--- src/rtl/apb_regs_pkg.sv ---
// Shared encodings, FSM states and type helpers for the
// parametrised APB control/status register bank.
package apb_regs_pkg;

    localparam logic [3:0] ZR     = 4'd0;
    localparam logic [3:0] RO     = 4'd1;
    localparam logic [3:0] RW_0   = 4'd2;
    localparam logic [3:0] RW_1   = 4'd3;
    localparam logic [3:0] RWE_0  = 4'd4;
    localparam logic [3:0] RWE_1  = 4'd5;
    localparam logic [3:0] RW1E_0 = 4'd6;
    localparam logic [3:0] RW1E_1 = 4'd7;
    localparam logic [3:0] W1C    = 4'd8;
    localparam logic [3:0] W1O    = 4'd9;
    localparam logic [3:0] RWC    = 4'd10;
    localparam logic [3:0] RC     = 4'd11;

    localparam int MAX_TYPES_W = 256 * 32 * 4;

    typedef enum logic [1:0] {
        IDLE,
        SETUP,
        ACCESS
    } apb_state_e;

    function automatic logic [3:0] bit_type(
        input logic [MAX_TYPES_W-1:0] types,
        input int r,
        input int b
    );
        return types[(r*32+b)*4 +: 4];
    endfunction

    function automatic logic rst_val(input logic [3:0] t);
        return (t == RW_1) || (t == RWE_1) || (t == RW1E_1);
    endfunction

endpackage

--- src/rtl/apb_csr_bank_if.sv ---
// APB3/APB4 slave-side bus bundle for the CSR bank.
interface apb_csr_bank_if #(
    parameter int APB_WIDTH = 12
);
    logic                 psel;
    logic                 penable;
    logic                 pwrite;
    logic [APB_WIDTH-1:0] paddr;
    logic [3:0]           pstrb;
    logic [31:0]          pwdata;
    logic [2:0]           pprot;
    logic [31:0]          prdata;
    logic                 pready;
    logic                 pslverr;

    modport master (
        output psel, penable, pwrite, paddr,
        output pstrb, pwdata, pprot,
        input  prdata, pready, pslverr
    );

    modport slave (
        input  psel, penable, pwrite, paddr,
        input  pstrb, pwdata, pprot,
        output prdata, pready, pslverr
    );
endinterface

--- src/rtl/apb_csr_bit.sv ---
// One register bit cell; behaviour fixed at elaboration by TYPE.
module apb_csr_bit
    import apb_regs_pkg::*;
#(
    parameter logic [3:0] TYPE = RW_0
) (
    input  logic clk,
    input  logic resetn,
    input  logic wr_en,
    input  logic wdata,
    input  logic rd_en,
    input  logic ext_in,
    output logic q_out,
    output logic rd_val,
    output logic flag
);

    logic bit_q, bit_d;

    // Flag types let the hardware set win over any clear.
    always_comb begin
        bit_d  = bit_q;
        q_out  = bit_q;
        rd_val = bit_q;
        flag   = 1'b0;
        case (TYPE)
            RW_0, RW_1: begin
                if (wr_en) bit_d = wdata;
            end
            RWE_0, RWE_1: begin
                if (wr_en) bit_d = wdata;
                rd_val = ext_in;
            end
            RW1E_0, RW1E_1: begin
                if (wr_en) bit_d = wdata;
                if (ext_in) bit_d = 1'b1;
            end
            W1C: begin
                if (wr_en && wdata) bit_d = 1'b0;
                if (ext_in) bit_d = 1'b1;
                flag = bit_q;
            end
            W1O: begin
                bit_d  = wr_en && wdata;
                rd_val = 1'b0;
            end
            RWC: begin
                if (wr_en) bit_d = wdata;
                if (ext_in) bit_d = 1'b0;
            end
            RC: begin
                if (rd_en) bit_d = 1'b0;
                if (ext_in) bit_d = 1'b1;
                q_out = 1'b0;
                flag  = bit_q;
            end
            RO: begin
                bit_d  = 1'b0;
                q_out  = 1'b0;
                rd_val = ext_in;
            end
            default: begin
                bit_d  = 1'b0;
                q_out  = 1'b0;
                rd_val = 1'b0;
            end
        endcase
    end

    always_ff @(posedge clk) begin
        if (!resetn) bit_q <= rst_val(TYPE);
        else         bit_q <= bit_d;
    end

endmodule

--- src/rtl/apb_csr_bank.sv ---
// Parametrised APB CSR bank: access FSM, decode, error
// response, read mux, strobes, irq and the bit-cell array.
module apb_csr_bank
    import apb_regs_pkg::*;
#(
    parameter int REGS_NUM    = 8,
    parameter int APB_WIDTH   = 12,
    parameter int WAIT_STATES = 0,
    parameter logic [REGS_NUM*128-1:0] REG_TYPES =
        {(REGS_NUM*32){RW_0}},
    parameter logic [REGS_NUM-1:0]    PRIV_MASK = '0,
    parameter logic [REGS_NUM*32-1:0] IRQ_MASK  = '0
) (
    input  logic                   clk,
    input  logic                   resetn,
    apb_csr_bank_if.slave          apb,
    output logic [REGS_NUM*32-1:0] reg_outputs,
    input  logic [REGS_NUM*32-1:0] reg_inputs,
    output logic [REGS_NUM-1:0]    reg_wr_stb,
    output logic [REGS_NUM-1:0]    reg_rd_stb,
    output logic                   irq
);

    localparam int IW = APB_WIDTH - 2;
    localparam int RW = (REGS_NUM > 1) ? $clog2(REGS_NUM) : 1;
    localparam logic [3:0] CW = 4'(WAIT_STATES);
    localparam logic [IW:0] NREG = (IW+1)'(REGS_NUM);

    apb_state_e state_q, state_d, cur;
    logic [3:0] cnt_q, cnt_d;
    logic [REGS_NUM-1:0] wr_stb_q, wr_stb_d;
    logic [REGS_NUM-1:0] rd_stb_q, rd_stb_d;
    logic irq_q, irq_d;

    logic [IW-1:0] idx;
    logic [RW-1:0] ridx;
    logic idx_ok, bad, stray, rdy;
    logic commit, wr_go, rd_go;
    logic [REGS_NUM*32-1:0] rd_flat;
    logic [REGS_NUM*32-1:0] flags;
    logic unused_bits;

    assign idx    = apb.paddr[APB_WIDTH-1:2];
    assign ridx   = idx[RW-1:0];
    assign idx_ok = {1'b0, idx} < NREG;
    assign unused_bits = ^{apb.pprot[2:1], apb.paddr[1:0]};

    // Bus phase of the current cycle; state_q remembers whether
    // the previous cycle opened or continued a transfer.
    always_comb begin
        cur = IDLE;
        if (apb.psel && !apb.penable)
            cur = SETUP;
        else if (apb.psel && state_q != IDLE)
            cur = ACCESS;
    end

    assign stray = apb.psel && apb.penable && state_q == IDLE;
    assign bad   = !idx_ok || (PRIV_MASK[ridx] && !apb.pprot[0]);
    assign rdy   = (cur == ACCESS) && (cnt_q == CW);

    assign apb.pready  = resetn && (rdy || stray);
    assign apb.pslverr = resetn && (stray || (rdy && bad));

    assign commit = resetn && rdy && !bad;
    assign wr_go  = commit && apb.pwrite;
    assign rd_go  = commit && !apb.pwrite;

    assign apb.prdata = rd_go ? rd_flat[{ridx, 5'b00000} +: 32] : '0;

    always_comb begin
        state_d  = cur;
        cnt_d    = '0;
        wr_stb_d = '0;
        rd_stb_d = '0;
        if (cur == ACCESS) begin
            if (rdy) state_d = IDLE;
            else     cnt_d   = cnt_q + 4'd1;
        end
        if (wr_go) wr_stb_d[ridx] = 1'b1;
        if (rd_go) rd_stb_d[ridx] = 1'b1;
        irq_d = |(flags & IRQ_MASK);
    end

    always_ff @(posedge clk) begin
        if (!resetn) begin
            state_q  <= IDLE;
            cnt_q    <= '0;
            wr_stb_q <= '0;
            rd_stb_q <= '0;
            irq_q    <= 1'b0;
        end else begin
            state_q  <= state_d;
            cnt_q    <= cnt_d;
            wr_stb_q <= wr_stb_d;
            rd_stb_q <= rd_stb_d;
            irq_q    <= irq_d;
        end
    end

    assign reg_wr_stb = wr_stb_q;
    assign reg_rd_stb = rd_stb_q;
    assign irq        = irq_q;

    for (genvar r = 0; r < REGS_NUM; r++) begin : g_reg
        logic sel;
        assign sel = (ridx == RW'(r));
        for (genvar b = 0; b < 32; b++) begin : g_bit
            localparam logic [3:0] T =
                bit_type(MAX_TYPES_W'(REG_TYPES), r, b);
            apb_csr_bit #(.TYPE(T)) u_bit (
                .clk    (clk),
                .resetn (resetn),
                .wr_en  (wr_go && sel && apb.pstrb[b/8]),
                .wdata  (apb.pwdata[b]),
                .rd_en  (rd_go && sel),
                .ext_in (reg_inputs[r*32+b]),
                .q_out  (reg_outputs[r*32+b]),
                .rd_val (rd_flat[r*32+b]),
                .flag   (flags[r*32+b])
            );
        end
    end

endmodule

--- src/flat_wrapper.sv ---
// flat-port wrapper written by rule: the top's interface ports become plain ports
module apb_csr_bank_flat import apb_regs_pkg::*;
#(
    parameter int REGS_NUM    = 8,
    parameter int APB_WIDTH   = 12,
    parameter int WAIT_STATES = 0,
    parameter logic [REGS_NUM*128-1:0] REG_TYPES =
        {(REGS_NUM*32){RW_0}},
    parameter logic [REGS_NUM-1:0]    PRIV_MASK = '0,
    parameter logic [REGS_NUM*32-1:0] IRQ_MASK  = '0
)
  (clk, resetn, reg_outputs, reg_inputs, reg_wr_stb, reg_rd_stb, irq, apb_psel, apb_penable, apb_pwrite, apb_paddr, apb_pstrb, apb_pwdata, apb_pprot, apb_prdata, apb_pready, apb_pslverr);
  apb_csr_bank_if #(.APB_WIDTH(APB_WIDTH)) apb_i ();
  input  logic clk;
  input  logic resetn;
  output logic [REGS_NUM*32-1:0] reg_outputs;
  input  logic [REGS_NUM*32-1:0] reg_inputs;
  output logic [REGS_NUM-1:0] reg_wr_stb;
  output logic [REGS_NUM-1:0] reg_rd_stb;
  output logic irq;
  input wire logic [$bits(apb_i.psel)-1:0] apb_psel;
  input wire logic [$bits(apb_i.penable)-1:0] apb_penable;
  input wire logic [$bits(apb_i.pwrite)-1:0] apb_pwrite;
  input wire logic [$bits(apb_i.paddr)-1:0] apb_paddr;
  input wire logic [$bits(apb_i.pstrb)-1:0] apb_pstrb;
  input wire logic [$bits(apb_i.pwdata)-1:0] apb_pwdata;
  input wire logic [$bits(apb_i.pprot)-1:0] apb_pprot;
  output wire logic [$bits(apb_i.prdata)-1:0] apb_prdata;
  output wire logic [$bits(apb_i.pready)-1:0] apb_pready;
  output wire logic [$bits(apb_i.pslverr)-1:0] apb_pslverr;
  assign apb_i.psel = apb_psel;
  assign apb_i.penable = apb_penable;
  assign apb_i.pwrite = apb_pwrite;
  assign apb_i.paddr = apb_paddr;
  assign apb_i.pstrb = apb_pstrb;
  assign apb_i.pwdata = apb_pwdata;
  assign apb_i.pprot = apb_pprot;
  assign apb_prdata = apb_i.prdata;
  assign apb_pready = apb_i.pready;
  assign apb_pslverr = apb_i.pslverr;
  apb_csr_bank #(.REGS_NUM(REGS_NUM), .APB_WIDTH(APB_WIDTH), .WAIT_STATES(WAIT_STATES), .REG_TYPES(REG_TYPES), .PRIV_MASK(PRIV_MASK), .IRQ_MASK(IRQ_MASK)) u_core (.clk(clk), .resetn(resetn), .apb(apb_i), .reg_outputs(reg_outputs), .reg_inputs(reg_inputs), .reg_wr_stb(reg_wr_stb), .reg_rd_stb(reg_rd_stb), .irq(irq));
endmodule
--- config.mk ---
export PLATFORM = sky130hd
export DESIGN_NAME = apb_csr_bank_flat
export DESIGN_NICKNAME = d
export VERILOG_FILES = /design/src/rtl/apb_regs_pkg.sv /design/src/rtl/apb_csr_bank_if.sv /design/src/rtl/apb_csr_bit.sv /design/src/rtl/apb_csr_bank.sv /design/src/flat_wrapper.sv
export SDC_FILE = /design/constraint.sdc
export NUM_CORES = 1
export LEC_CHECK = 0
export ABC_AREA = 1
export ABC_CLOCK_PERIOD_IN_PS = 2800
export BUFFER_PORTS_ARGS = -buffer_cell sky130_fd_sc_hd__buf_2
export CORE_AREA = 3 3 238 240
export DETAILED_ROUTE_END_ITERATION = 8
export DIE_AREA = 0 0 241 243
export GPL_TIMING_DRIVEN = 0
export PLACE_DENSITY = 0.59
export SLEW_MARGIN = 40
export SYNTH_ARGS = -nofsm -noshare
export SYNTH_HDL_FRONTEND = slang
export SYNTH_HIERARCHICAL = 1
export SYNTH_SLANG_ARGS = --single-unit
--- constraint.sdc ---
create_clock -name clk -period 2.8 [get_ports clk]
set_clock_uncertainty 0.1 [all_clocks]
set_input_delay 0 -clock clk [delete_from_list [all_inputs] [get_ports clk]]
set_output_delay 0 -clock clk [all_outputs]
set_load 0.005 [all_outputs]
==> flow_metrics.py, run 1 <==
metrics = {
    "global_route": {
        "grt_antenna_before_repair": 0,
        "grt_pass1_vias": 14600,
        "overflow": 0,
        "grt_max_degree": 89,
        "grt_usage_pct": 20.5,
        "grt_pass1_wl_mm": 90.6,
    },
    "drt": {
        "wire_per_inst_microns": 15.1,
        "drc": 0,
        "dr.pass1.iters": 5,
        "routed_wl_mm": 61.8,
        "vias": 16800,
        "viasPerCell": 4.10,
        "ant_nets": 0,
        "drt_iter0_drc": 1025,
    },
    "clock_tree": {
        "cts.sinks": 278,
        "cts_buffers": 36,
        "clk_pin_slew_ps": 60,
        "htreeDepth": 2,
        "cts_root_buf": "clkbuf_16",
        "clk_latency_ps": 550,
        "clk_path_buf_depth": 3,
        "cts_tree": "yes",
    },
    "pwr": {
        "switching_share_pct": 26.5,
        "p_per_area_nw_per_um2": 431,
        "p_leak_nw": 12.0,
        "seqPwrFrac_pct": 42.0,
        "cellInternalPower_mw": 6.93,
        "p_switching_mw": 2.49,
        "p_clk_share_pct": 48.2,
        "p_comb_share_pct": 9.8,
        "max-vdd-ir-drop_uv": 353,
    },
    "die": {
        "placementRows": 86,
        "fp.dieW_microns": 241,
        "ioPinCount": 619,
        "start_util_pct": 31.6,
        "die-area_sq_um": 58600,
        "core_sq_um": 54900,
        "die-height_microns": 243,
    },
    "layout": {
        "fin_area_sq_um": 21900,
        "fill_cells": 5960,
        "multi_input_area_sq_um": 7770,
        "area_growth_pct": 26.0,
        "drive_gt1_share_pct": 29.6,
        "layout.nets": 3691,
        "num_antenna_cells": 0,
        "ff_latch_area_sq_um": 5570,
    },
    "sta": {
        "relSlewSlack_pct": 43.3,
        "setup_slack_ps": 3.76,
        "fin_crit_ps": 2800,
        "period_share_pct": 99.9,
        "rsz0062_at_grt": "true",
        "holdWs_ps": 26.6,
        "setup_violations": 0,
        "hold_viol": 0,
        "drv_slew": 0,
        "fmax_mhz": 358,
        "tightest_slew_ps": 850,
    },
    "placed_design": {
        "hpwl_mm": 44.5,
        "portBuffers": 353,
        "place_area_sq_um": 20200,
        "pre_cts_slack_ps": -564,
        "place.gp.congestion": 0.811,
    },
    "synth": {
        "synth_fp_nets": 3256,
        "syn_inst": 2942,
        "yosys_warnings": 6,
        "syn_area_sq_um": 17400,
        "avgSynthCellArea_sq_um": 5.90,
    },
    "critical_path": {
        "worst_path_largest_cell_delay_ps": 880,
        "startpoint_type": "flop",
        "critPathSlowestCell": "nor2_2",
        "required_ps": 3120,
        "r2r_setup_slack_ps": 4,
        "crit_arrival_ps": 3120,
        "cp_cell_sequence": "inv_1, ha_1, nand2_1, nor2_8, nand4_1, nor2_2, nand2_1, nand2_1, nor2_2",
        "critPathMaxFanout": 16,
        "cp_common_cell": "nand2_1",
        "endpoint_kind": "flop",
        "critPathKind": "flop to flop",
    },
    "job": {
        "cap_violations": 0,
    },
    "status": {
        "status": "finished clean",
    },
    "worst_hold_path": {
        "hold_path.class": "input pin to flop",
    },
}
worst max-delay path, delay by kind of cell, from the launching register on:
family / cells / cell delay [ps]
flops: 1 / 330
fa+ha+maj: 1 / 130
buf+inv: 1 / 70
simple gates: 7 / 2010
stage by stage:
step / instances / setup TNS [ps] / total power, mW / utilization [%]
finish: 4104 / 0 / 9.42 / 39.9
global route: 4104 / -6160 / 9.81 / 39.9
CTS: 4103 / -1050 / 9.55 / 39.6
detailed placement: 4003 / -94350 / 4.92 / 36.8
global placement: 3999 / -1017030 / 4.95 / 36.5
floorplan: 2942 / 0 / 4.57 / -
path summary, 6_finish.rpt:
path                   start                                    end  cells past startpoint
max          u_core/cnt_q[1]  u_core/g_reg[4].g_bit[17].u_bit/q_out                      9
min reg2reg  u_core/cnt_q[0]                        u_core/cnt_q[0]                      1
min                   resetn  u_core/g_reg[7].g_bit[29].u_bit/q_out                      5
max reg2reg  u_core/cnt_q[1]  u_core/g_reg[4].g_bit[17].u_bit/q_out                      9
placed cells by master (no fill, tap or decap), types with 7 or more instances in the layout:
cell type / instances
nand2_1: 1180
inv_1: 537
buf_2: 379
nor2_1: 311
dfxtp_1: 278
nor2_2: 267
buf_4: 263
dlygate4sd3_1: 38
clkbuf_16: 37
nor2_4: 27
clkbuf_1: 22
clkbuf_8: 10
nand4_1: 9
nand3_1: 7
state kept, by name, indices dropped and copies added (netlist names):
name,count
u_core/cnt_q,4
u_core/g.g_bit.u_bit/q_out,256
u_core/reg_rd_stb,8
u_core/reg_wr_stb,8
u_core/state_q,2
layout make-up:
| class | instances | area share [%] |
|---|---|---|
| clock inverters | 6 | 0.172 |
| well taps | 704 | 4.03 |
| multi-input cells | 1811 | 35.5 |
| clock buffers | 55 | 5.00 |
| inverters | 541 | 9.29 |
| flip-flops and latches | 278 | 25.4 |
| plain buffers | 312 | 10.1 |
| repair buffers | 397 | 10.4 |
layer usage:
metal	share of wire (%)	track usage [%]	up-vias
li1	-	-	8942
met1	48	29.6	7296
met2	41	30.6	524
met3	9.0	5.41	52
met4	1.5	4.09	0
met5	0	0	-
what timing repair did:
item | CTS | global route
endpoints found under the setup margin | 18 | 182
hold endpoints to repair | 266 | 0
pin swaps | 0 | 6
setup buffers | 0 | 1
gates resized for setup | 1 | 16
hold buffers | 39 | 0
power by group through the flow:
stage / sequential [mW] / clock, mW / combinational [mW]
floorplan: 4.04 / 0 / 0.522
global placement: 4.04 / 0 / 0.904
detailed placement: 4.04 / 0 / 0.872
CTS: 3.96 / 4.67 / 0.926
global route: 3.95 / 4.81 / 1.05
finish: 3.96 / 4.54 / 0.924
(Power assumes the default switching activity.)
==> run 2: changes to the inputs <==
--- a/config.mk
+++ b/config.mk
@@ -6,7 +6,7 @@
 export NUM_CORES = 1
 export LEC_CHECK = 0
 export ABC_AREA = 1
-export ABC_CLOCK_PERIOD_IN_PS = 2800
+export ABC_CLOCK_PERIOD_IN_PS = 2600
 export BUFFER_PORTS_ARGS = -buffer_cell sky130_fd_sc_hd__buf_2
 export CORE_AREA = 3 3 238 240
 export DETAILED_ROUTE_END_ITERATION = 8
==> constraint.sdc (replaced) <==
create_clock -name clk -period 2.6 [get_ports clk]
set_clock_uncertainty 0.1 [all_clocks]
set_input_delay 0 -clock clk [delete_from_list [all_inputs] [get_ports clk]]
set_output_delay 0 -clock clk [all_outputs]
set_load 0.005 [all_outputs]
==> run 2 against run 1 <==
Compared with the run above:
- largest power group unchanged
- via count grew 0.80%
- sequential power is 7.6% higher
- critical path type unchanged
- largest cell class unchanged
- the flow now finishes with violations (negative setup slack)
- final cell count up 0.61%
- non-clock buffer count increased by 24
- sequential share of layout area shrank 0.36 points
- combinational power up 7.8%
- register-to-register slack worse by 170 ps
- core utilization grew 0.57 points
- first-iteration DRC count down 2.3%
==> flow_metrics.py, run 2 (synthesis results as in run 1) <==
metrics = {
    "clock_tree": {
        "cts_buffers": 36,
        "clk_latency_ps": 550,
        "cts_tree": "yes",
        "cts_root_buf": "clkbuf_16",
        "htreeDepth": 2,
        "cts.sinks": 278,
        "clk_path_buf_depth": 3,
        "clk_pin_slew_ps": 60,
    },
    "global_route": {
        "grt_antenna_before_repair": 0,
        "grt_pass1_vias": 14600,
        "grt_usage_pct": 20.5,
        "grt_max_degree": 89,
        "overflow": 0,
        "grt_pass1_wl_mm": 90.6,
    },
    "critical_path": {
        "startpoint_type": "flop",
        "critical_path.top_delay_family": "simple AND/OR/NAND/NOR gates",
        "required_ps": 2930,
        "critPathKind": "flop to flop",
        "critPathSlowestCell": "nor2_2",
        "cp_cell_sequence": "inv_1, ha_1, nand2_2, nor2_8, nand4_1, nor2_2, nand2_1, nand2_1, nor2_2",
        "endpoint_kind": "flop",
        "critPathMaxFanout": 16,
        "crit_arrival_ps": 3090,
        "r2r_setup_slack_ps": -160,
        "critical_path_buf_inv_count": 1,
        "worst_path_largest_cell_delay_ps": 860,
    },
    "worst_hold_path": {
        "hold_path.class": "input pin to flop",
    },
    "layout": {
        "largest_reg_flops": 256,
        "instances_no_fill": 4129,
        "fill_cells": 5937,
        "layout.nets": 3715,
        "final_util_pct": 40.4,
        "final_common_cell": "nand2_1",
        "fin_area_sq_um": 22200,
        "final_cell_mix": "nand2_1 (1179), inv_1 (537), buf_2 (380)",
        "drive_gt1_share_pct": 30.1,
        "area_growth_pct": 27.8,
    },
    "sta": {
        "holdWs_ps": 9.04,
        "fmax_mhz": 362,
        "tightest_slew_ps": 826,
        "setup_violations": 24,
        "hold_viol": 0,
        "rsz0062_at_grt": "true",
        "setup_slack_ps": -162,
        "drv_slew": 0,
        "fin_crit_ps": 2760,
        "final.setup.tns_ps": -3180,
        "period_share_pct": 106,
        "relSlewSlack_pct": 44.9,
    },
    "die": {
        "core_sq_um": 54900,
        "fp.dieW_microns": 241,
        "placementRows": 86,
        "die-height_microns": 243,
        "start_util_pct": 31.6,
        "ioPinCount": 619,
        "die-area_sq_um": 58600,
    },
    "placed_design": {
        "pre_cts_slack_ps": -764,
        "place.gp.congestion": 0.811,
        "dp_cells": 4003,
        "portBuffers": 353,
        "hpwl_mm": 44.5,
        "place_area_sq_um": 20200,
    },
    "pwr": {
        "p_leak_nw": 12.2,
        "p_per_area_nw_per_um2": 457,
        "total_power_mw": 10.1,
        "max-vdd-ir-drop_uv": 377,
    },
    "drt": {
        "drt_iter0_drc": 1001,
        "vias": 16900,
        "drc": 0,
        "viasPerCell": 4.10,
        "wire_per_inst_microns": 15.0,
        "dr.pass1.iters": 7,
        "routed_wl_mm": 62.0,
        "ant_nets": 0,
    },
    "status": {
        "violations": "negative setup slack",
        "status": "complete, but fails checks",
    },
    "job": {
        "cap_violations": 0,
    },
}
## run 2: worst reg2reg max path, delay by kind of cell (launching register included)
family	cells	cell delay, ps
AND/OR/NAND/NOR	7	1980
flip-flops	1	330
adder cells (fa/ha/maj)	1	150
buffers and inverters	1	70
## run 2: layer usage
metal	track usage, %	up-vias	wire length, microns
met3	5.40	57	5420
met5	0	-	0
met2	30.7	516	25700
met1	29.5	7391	30000
li1	-	8985	-
met4	3.99	0	932
## run 2: final cells by class
| type | instances | area, sq um | share of cell area [%] |
|---|---|---|---|
| Inverter | 541 | 2030 | 9.15 |
| Sequential cell | 278 | 5570 | 25.1 |
| Timing Repair Buffer | 421 | 2580 | 11.6 |
| Buffer | 312 | 2210 | 9.97 |
| Tap cell | 704 | 881 | 3.97 |
| Clock buffer | 55 | 1090 | 4.93 |
| Antenna cell | 1 | 2.50 | 0.0113 |
| Clock inverter | 6 | 37.5 | 0.169 |
| Multi-Input combinational cell | 1811 | 7780 | 35.1 |
## run 2: worst paths after layout
kind | startpoint | to | depth (start not counted)
worst max-delay path | u_core/cnt_q[1] | u_core/g_reg[6].g_bit[16].u_bit/q_out | 9
worst min register to register | u_core/cnt_q[0] | u_core/cnt_q[0] | 1
worst min-delay path | resetn | u_core/g_reg[7].g_bit[29].u_bit/q_out | 5
worst max register to register | u_core/cnt_q[1] | u_core/g_reg[6].g_bit[16].u_bit/q_out | 9
## run 2: timing repair
item                                   4_1_cts  5_1_grt
hold buffers                                40        0
setup buffers                                2       22
gates resized for setup                     12       14
endpoints found under the hold margin      267        0
setup endpoints to repair                  240      221
pin swaps                                    4       14
## run 2: report_power, final
part	leakage [nW]	switching [mW]	internal, mW	total, mW
clock network	0.562	2.00	2.89	4.89
logic	9.38	0.685	0.311	0.996
registers	2.24	0.000162	4.26	4.26
total	12.2	2.69	7.46	10.1
